<file path="config.mk">
export PLATFORM = sky130hd
export DESIGN_NAME = srisc_core_mc
export DESIGN_NICKNAME = d
export VERILOG_FILES = /design/src/rtl/srisc_core_mc.sv
export SDC_FILE = /design/constraint.sdc
export NUM_CORES = 2
export LEC_CHECK = 0
export ABC_AREA = 0
export BUFFER_PORTS_ARGS = -buffer_cell sky130_fd_sc_hd__clkbuf_2
export CAP_MARGIN = 5
export CORE_MARGIN = 2
export CORE_UTILIZATION = 60
export CTS_CLUSTER_DIAMETER = 30
export DETAILED_ROUTE_END_ITERATION = 8
export GPL_ROUTABILITY_DRIVEN = 0
export HOLD_SLACK_MARGIN = 0.03
export PLACE_DENSITY = 0.76
export SYNTH_ARGS = -nofsm -noshare
export SYNTH_HDL_FRONTEND = slang
export SYNTH_MEMORY_MAX_BITS = 65536
export SYNTH_SLANG_ARGS = --single-unit
</file>
<file path="constraint.sdc">
create_clock -name clk -period 8.75 [get_ports clk]
set_clock_uncertainty 0.2 [all_clocks]
set_input_delay 0.4375 -clock clk [delete_from_list [all_inputs] [get_ports clk]]
set_output_delay 0.4375 -clock clk [all_outputs]
set_load 0.1 [all_outputs]
</file>
<file path="src/rtl/srisc_core_mc.sv">
// Multi-cycle 8-register CPU with a writable instruction memory, start/halted handshake and BNZ.
// Optional retired-instruction counter on port `retired` when SRISC_RETIRE_CNT_EN is defined.
module srisc_core_mc #(
    parameter int DATA_W = 16,
    parameter int ADDR_W = 8
) (
    input  logic              clk,
    input  logic              rst,
    input  logic              start,
    input  logic [ADDR_W-1:0] start_pc,
    input  logic              imem_we,
    input  logic [ADDR_W-1:0] imem_waddr,
    input  logic [15:0]       imem_wdata,
`ifdef SRISC_RETIRE_CNT_EN
    output logic [31:0]       retired,
`endif
    output logic [DATA_W-1:0] out,
    output logic              halted,
    output logic              busy
);
    localparam int DEPTH = 1 << ADDR_W;

    localparam logic [2:0] OP_MOVI = 3'd0;
    localparam logic [2:0] OP_ADD  = 3'd1;
    localparam logic [2:0] OP_SUB  = 3'd2;
    localparam logic [2:0] OP_AND  = 3'd3;
    localparam logic [2:0] OP_MVN  = 3'd4;
    localparam logic [2:0] OP_OUT  = 3'd5;
    localparam logic [2:0] OP_BNZ  = 3'd6;
    localparam logic [2:0] OP_HALT = 3'd7;

    typedef enum logic [2:0] {
        S_IDLE,
        S_FETCH,
        S_DECODE,
        S_EXEC,
        S_HALTED
    } state_t;

    state_t              state_q, state_d;
    logic [ADDR_W-1:0]   pc_q, pc_d;
    logic [15:0]         ir_q;
    logic [DATA_W-1:0]   a_q, a_d, b_q, b_d, d_q, d_d;
    logic [DATA_W-1:0]   out_q, out_d;
    logic [DATA_W-1:0]   regs_q [8];
    logic [15:0]         imem [DEPTH];
    logic                wb_en;
    logic [2:0]          wb_addr;
    logic [DATA_W-1:0]   wb_data;
    logic                start_accept;
    logic                imem_wr_ok;
    logic [2:0]          op;

    assign op         = ir_q[15:13];
    assign imem_wr_ok = (state_q == S_IDLE) || (state_q == S_HALTED);

    // Instruction memory is never reset; writes are only honoured while the core is stopped.
    always_ff @(posedge clk) begin
        if (imem_we && imem_wr_ok) begin
            imem[imem_waddr] <= imem_wdata;
        end
    end

    always_ff @(posedge clk) begin
        if (rst) begin
            ir_q <= '0;
        end else if (state_q == S_FETCH) begin
            ir_q <= imem[pc_q];
        end
    end

    always_comb begin
        state_d      = state_q;
        pc_d         = pc_q;
        out_d        = out_q;
        a_d          = a_q;
        b_d          = b_q;
        d_d          = d_q;
        wb_en        = 1'b0;
        wb_addr      = ir_q[12:10];
        wb_data      = '0;
        start_accept = 1'b0;
        case (state_q)
            S_IDLE, S_HALTED: begin
                if (start) begin
                    start_accept = 1'b1;
                    pc_d         = start_pc;
                    state_d      = S_FETCH;
                end
            end
            S_FETCH: begin
                pc_d    = pc_q + ADDR_W'(1);
                state_d = S_DECODE;
            end
            S_DECODE: begin
                a_d     = regs_q[ir_q[9:7]];
                b_d     = regs_q[ir_q[6:4]];
                d_d     = regs_q[ir_q[12:10]];
                state_d = S_EXEC;
            end
            S_EXEC: begin
                state_d = S_FETCH;
                case (op)
                    OP_MOVI: begin
                        wb_en        = 1'b1;
                        wb_data      = {DATA_W{ir_q[7]}};
                        wb_data[7:0] = ir_q[7:0];
                    end
                    OP_ADD: begin
                        wb_en   = 1'b1;
                        wb_data = a_q + b_q;
                    end
                    OP_SUB: begin
                        wb_en   = 1'b1;
                        wb_data = a_q - b_q;
                    end
                    OP_AND: begin
                        wb_en   = 1'b1;
                        wb_data = a_q & b_q;
                    end
                    OP_MVN: begin
                        wb_en   = 1'b1;
                        wb_data = ~b_q;
                    end
                    OP_OUT:  out_d = a_q;
                    OP_BNZ: begin
                        if (d_q != '0) begin
                            pc_d = ADDR_W'(ir_q[7:0]);
                        end
                    end
                    OP_HALT: state_d = S_HALTED;
                    default: state_d = S_FETCH;
                endcase
            end
            default: state_d = S_IDLE;
        endcase
    end

    always_ff @(posedge clk) begin
        if (rst) begin
            state_q <= S_IDLE;
            pc_q    <= '0;
            out_q   <= '0;
            a_q     <= '0;
            b_q     <= '0;
            d_q     <= '0;
        end else begin
            state_q <= state_d;
            pc_q    <= pc_d;
            out_q   <= out_d;
            a_q     <= a_d;
            b_q     <= b_d;
            d_q     <= d_d;
        end
    end

    always_ff @(posedge clk) begin
        if (rst) begin
            for (int i = 0; i < 8; i++) begin
                regs_q[i] <= '0;
            end
        end else if (wb_en) begin
            regs_q[wb_addr] <= wb_data;
        end
    end

    assign out    = out_q;
    assign halted = (state_q == S_HALTED);
    assign busy   = (state_q == S_FETCH) || (state_q == S_DECODE) || (state_q == S_EXEC);

`ifdef SRISC_RETIRE_CNT_EN
    logic [31:0] retired_q, retired_d;

    // Counts EXEC cycles since the last accepted start, sticking at all-ones.
    always_comb begin
        retired_d = retired_q;
        if (start_accept) begin
            retired_d = '0;
        end else if (state_q == S_EXEC && retired_q != '1) begin
            retired_d = retired_q + 32'd1;
        end
    end

    always_ff @(posedge clk) begin
        if (rst) begin
            retired_q <= '0;
        end else begin
            retired_q <= retired_d;
        end
    end

    assign retired = retired_q;
`endif
endmodule

</file>
==> results_dict.tcl <==
set metrics [dict create \
    outcome "complete, no violations" \
    crit_fanout 55 \
    cts_setup_buffers 0 \
    setup_violations 0 \
    synth-simple-area-share_pct 1.840 \
    synth_edf_count 4224 \
    hold_path_class "in2reg" \
    yosysMostFrequentCell "edfxtp_1" \
    min_period_over_period_pct 62.06 \
    ys_ff_latch 4315 \
    synth_flop_cell "edfxtp_1" \
    crit_buf_inv 2 \
    hold_depth 4 \
    tightest_slew_ns 1.322 \
    h-tree-depth 6 \
    rsz0062_at_grt "false" \
    core_area_mm2 0.2789 \
    synth.top_cell.area_share_pct 75.54 \
    via_count 90490 \
    leakage_nw 61.68 \
    synthXorXnorAreaFrac_pct 0.1565 \
    ff_latch_area_mm2 0.1287 \
    multiInputGateArea_mm2 0.03704 \
    ir_drop_uv 201.0 \
    cp.arrival_ns 6.21 \
    setup_tns_ns 0 \
    ant_nets 0 \
    final.setup.worst_slack_ns 3.320 \
    fillers 15100 \
    synth.avg_cell_area_um2 21.37 \
    cpMaxStageDelayCell "dfxtp_4" \
    final_util_pct 70.76 \
    io_pins 54 \
    numCtsBuffers 663 \
    num_rows 194 \
    slew_headroom_pct 11.53 \
    fmax_mhz 184.2 \
    layout.nets 8563 \
    numClockSinks 4315 \
    worstReg2RegStart "pc_q[2]$_SDFFE_PP0P_" \
    grt_start_max_net_pins 143 \
    area_growth_pct 17.53 \
    start_kind "flip-flop" \
    syn_nets 7913 \
    grt_pass1_wl_um 675200 \
    via_per_inst 7.070 \
    clock_latency_ns 1.09 \
    wl_per_cell_um 36.83 \
    ys_warn_count 0 \
    drt_pass1_iterations 6 \
    drt_iter0_markers 15640 \
    drv_slew 0 \
    die_area_mm2 0.2841 \
    io_buffers 53 \
    synthArstFlopShare_pct 0 \
    cp.required_ns 9.53 \
    r2r-end "ir_q[3]$_SDFFE_PP0P_" \
    cp.depth 9 \
    grt_pass1_vias 92520 \
    seq_area_frac_synth_pct 76.63 \
    clockRootBuffer "clkbuf_16" \
    overflow 0 \
    synth_compound_area_share_pct 3.601 \
    max_stage_delay_ns 0.88 \
    powerDensity_mw_per_mm2 283.1 \
    synth-adder-area-share_pct 0.1461 \
    r2r_setup_slack_ns 3.32 \
    synthTopCellsByArea "edfxtp_1 76%, mux4_2 14%, mux2i_1 2.1%, nor2_1 1.1%, dfxtp_1 1.1%" \
    worstSetupEndpointType "flip-flop" \
    critPathTopFamily "compound AO/OA/AOI/OAI gates" \
    hold_violations 0 \
    yosysTopAreaCell "edfxtp_1" \
    ys_types 62 \
    critPathKind "reg2reg" \
    postRouteWirelength_um 471400 \
    chipHeight_um 533.0 \
    cts.path.max_buffers 4 \
    start_util_pct 60.20 \
    synthCells 7858 \
    synthTopCellsByCount "4224 x edfxtp_1, 1056 x mux4_2, 507 x nor2_1" \
    die_x_um 533.0 \
    post-route-min-period_ns 5.430 \
    antenna_found_initial 25 \
    crit_path_end "ir_q[3]$_SDFFE_PP0P_" \
    maxCapViolCount 0 \
    finalPower_mw 55.87 \
    grt_usage_pct 33.26 \
    cts_tree "done" \
    pre_cts_ws_ns 3.639 \
    dp_hpwl_um 244700 \
    crit_chain "and2_4 > buf_4 > nand2b_4 > buf_4 > o22ai_1 > nor3_1 > a31oi_1 > a32oi_1 > o211ai_1" \
    drc 0 \
    synthMuxAreaShare_pct 16.23 \
    layout-drive-gt1-share_pct 28.94 \
    r2r_cells 9 \
    startpoint "pc_q[2]$_SDFFE_PP0P_" \
    netlist_area_mm2 0.1679 \
    critPathMostFrequentCell "buf_4" \
    synth_top_family_by_area "multiplexers" \
    cts.reportedPaths.clkPinSlew_ns 0.06 \
    ctsResizeCount 0 \
]
[final cells by class]
| class | count | area share [%] |
|---|---|---|
| Inverter | 11 | 0.02092 |
| Antenna cell | 8 | 0.01014 |
| Tap cell | 3724 | 2.361 |
| Sequential cell | 4315 | 65.21 |
| Clock buffer | 745 | 8.611 |
| Multi-Input combinational cell | 3037 | 18.77 |
| Timing Repair Buffer | 480 | 1.993 |
| Clock inverter | 478 | 3.026 |
[metrics by stage]
stage | std cells | hold WS, ns | area, um^2
detailed placement | 11540 | 0.2855 | 174100
finish | 12800 | 0.08044 | 197300
global placement | 11540 | 0.2738 | 174100
CTS | 12790 | 0.03621 | 197300
global route | 12790 | 0.07727 | 197300
floorplan | 7858 | 0.2616 | 167900
[report_power, final]
group	total (mW)	internal, mW	switching (mW)
clock network	26.9	16.7	10.2
registers	23.0	22.8	0.216
logic	5.98	2.27	3.71
total	55.9	41.7	14.1
[flip-flops by register name, indices dropped and copies added, names as in the netlist]
register,count
imem,4096
regs_q,128
a_q,16
b_q,16
d_q,16
ir_q,16
out,16
pc_q,8
state_q,3
[worst reg2reg max path: stages, from the launching register on]
cell      delay, ns
dfxtp_4        0.88
and2_4         0.57
buf_4          0.57
nand2b_4       0.68
buf_4          0.53
o22ai_1        0.34
nor3_1         0.11
a31oi_1        0.76
a32oi_1        0.42
o211ai_1       0.30
[cells in the final DEF, fill, tap and decap left out, types with 81 or more instances in the layout]
cell       Yosys  routed
mux2i_1      346     346
clkbuf_16      0     666
clkinv_1       0      81
a211oi_1      93      93
mux4_2      1056    1056
nor2_1       507     488
a22oi_1      181     181
buf_4         65     380
bufinv_16      0      81
nand2_1       88      86
a21oi_1      125     125
clkinv_2       0      83
o221ai_1      90      90
edfxtp_1    4224    4224
[layer usage]
metal	vias up	track usage [%]	routed length [um]	share of wire, %
li1	34730	-	-	-
met1	46550	44.39	156300	33
met2	7737	51.83	223900	47
met3	1443	8.585	64000	14
met4	18	16.06	26950	5.7
met5	-	0	278	0.059
[worst min path at each step]
| stage | startpoint | end | slack, ns |
|---|---|---|---|
| 2_1_floorplan | state_q[2]$_SDFFE_PP0N_ | state_q[1]$_SDFFE_PP0N_ | 0.26 |
| 3_3_place_gp | out[13]$_SDFFE_PP0P_ | out[13]$_SDFFE_PP0P_ | 0.27 |
| 3_5_place_dp | out[14]$_SDFFE_PP0P_ | out[14]$_SDFFE_PP0P_ | 0.29 |
| 4_1_cts | start | state_q[0]$_SDFFE_PP0N_ | 0.04 |
| 5_1_grt | start | state_q[0]$_SDFFE_PP0N_ | 0.08 |
| 6_report | start | state_q[0]$_SDFFE_PP0N_ | 0.08 |
[logic make-up after synthesis]
logic type / count (synthesis)
multiplexers: 1402
flip-flops: 4315
buffers and inverters: 506
AND/OR/NAND/NOR: 738
AO/OA/AOI/OAI: 848
adder cells (fa/ha/maj): 19
XOR/XNOR: 30
[timing repair]
action,4_1_cts,5_1_grt
hold buffers,29,0
hold endpoints to repair,1642,0
setup endpoints to repair,0,0
Note: power is estimated with default switching activity, not from simulation.
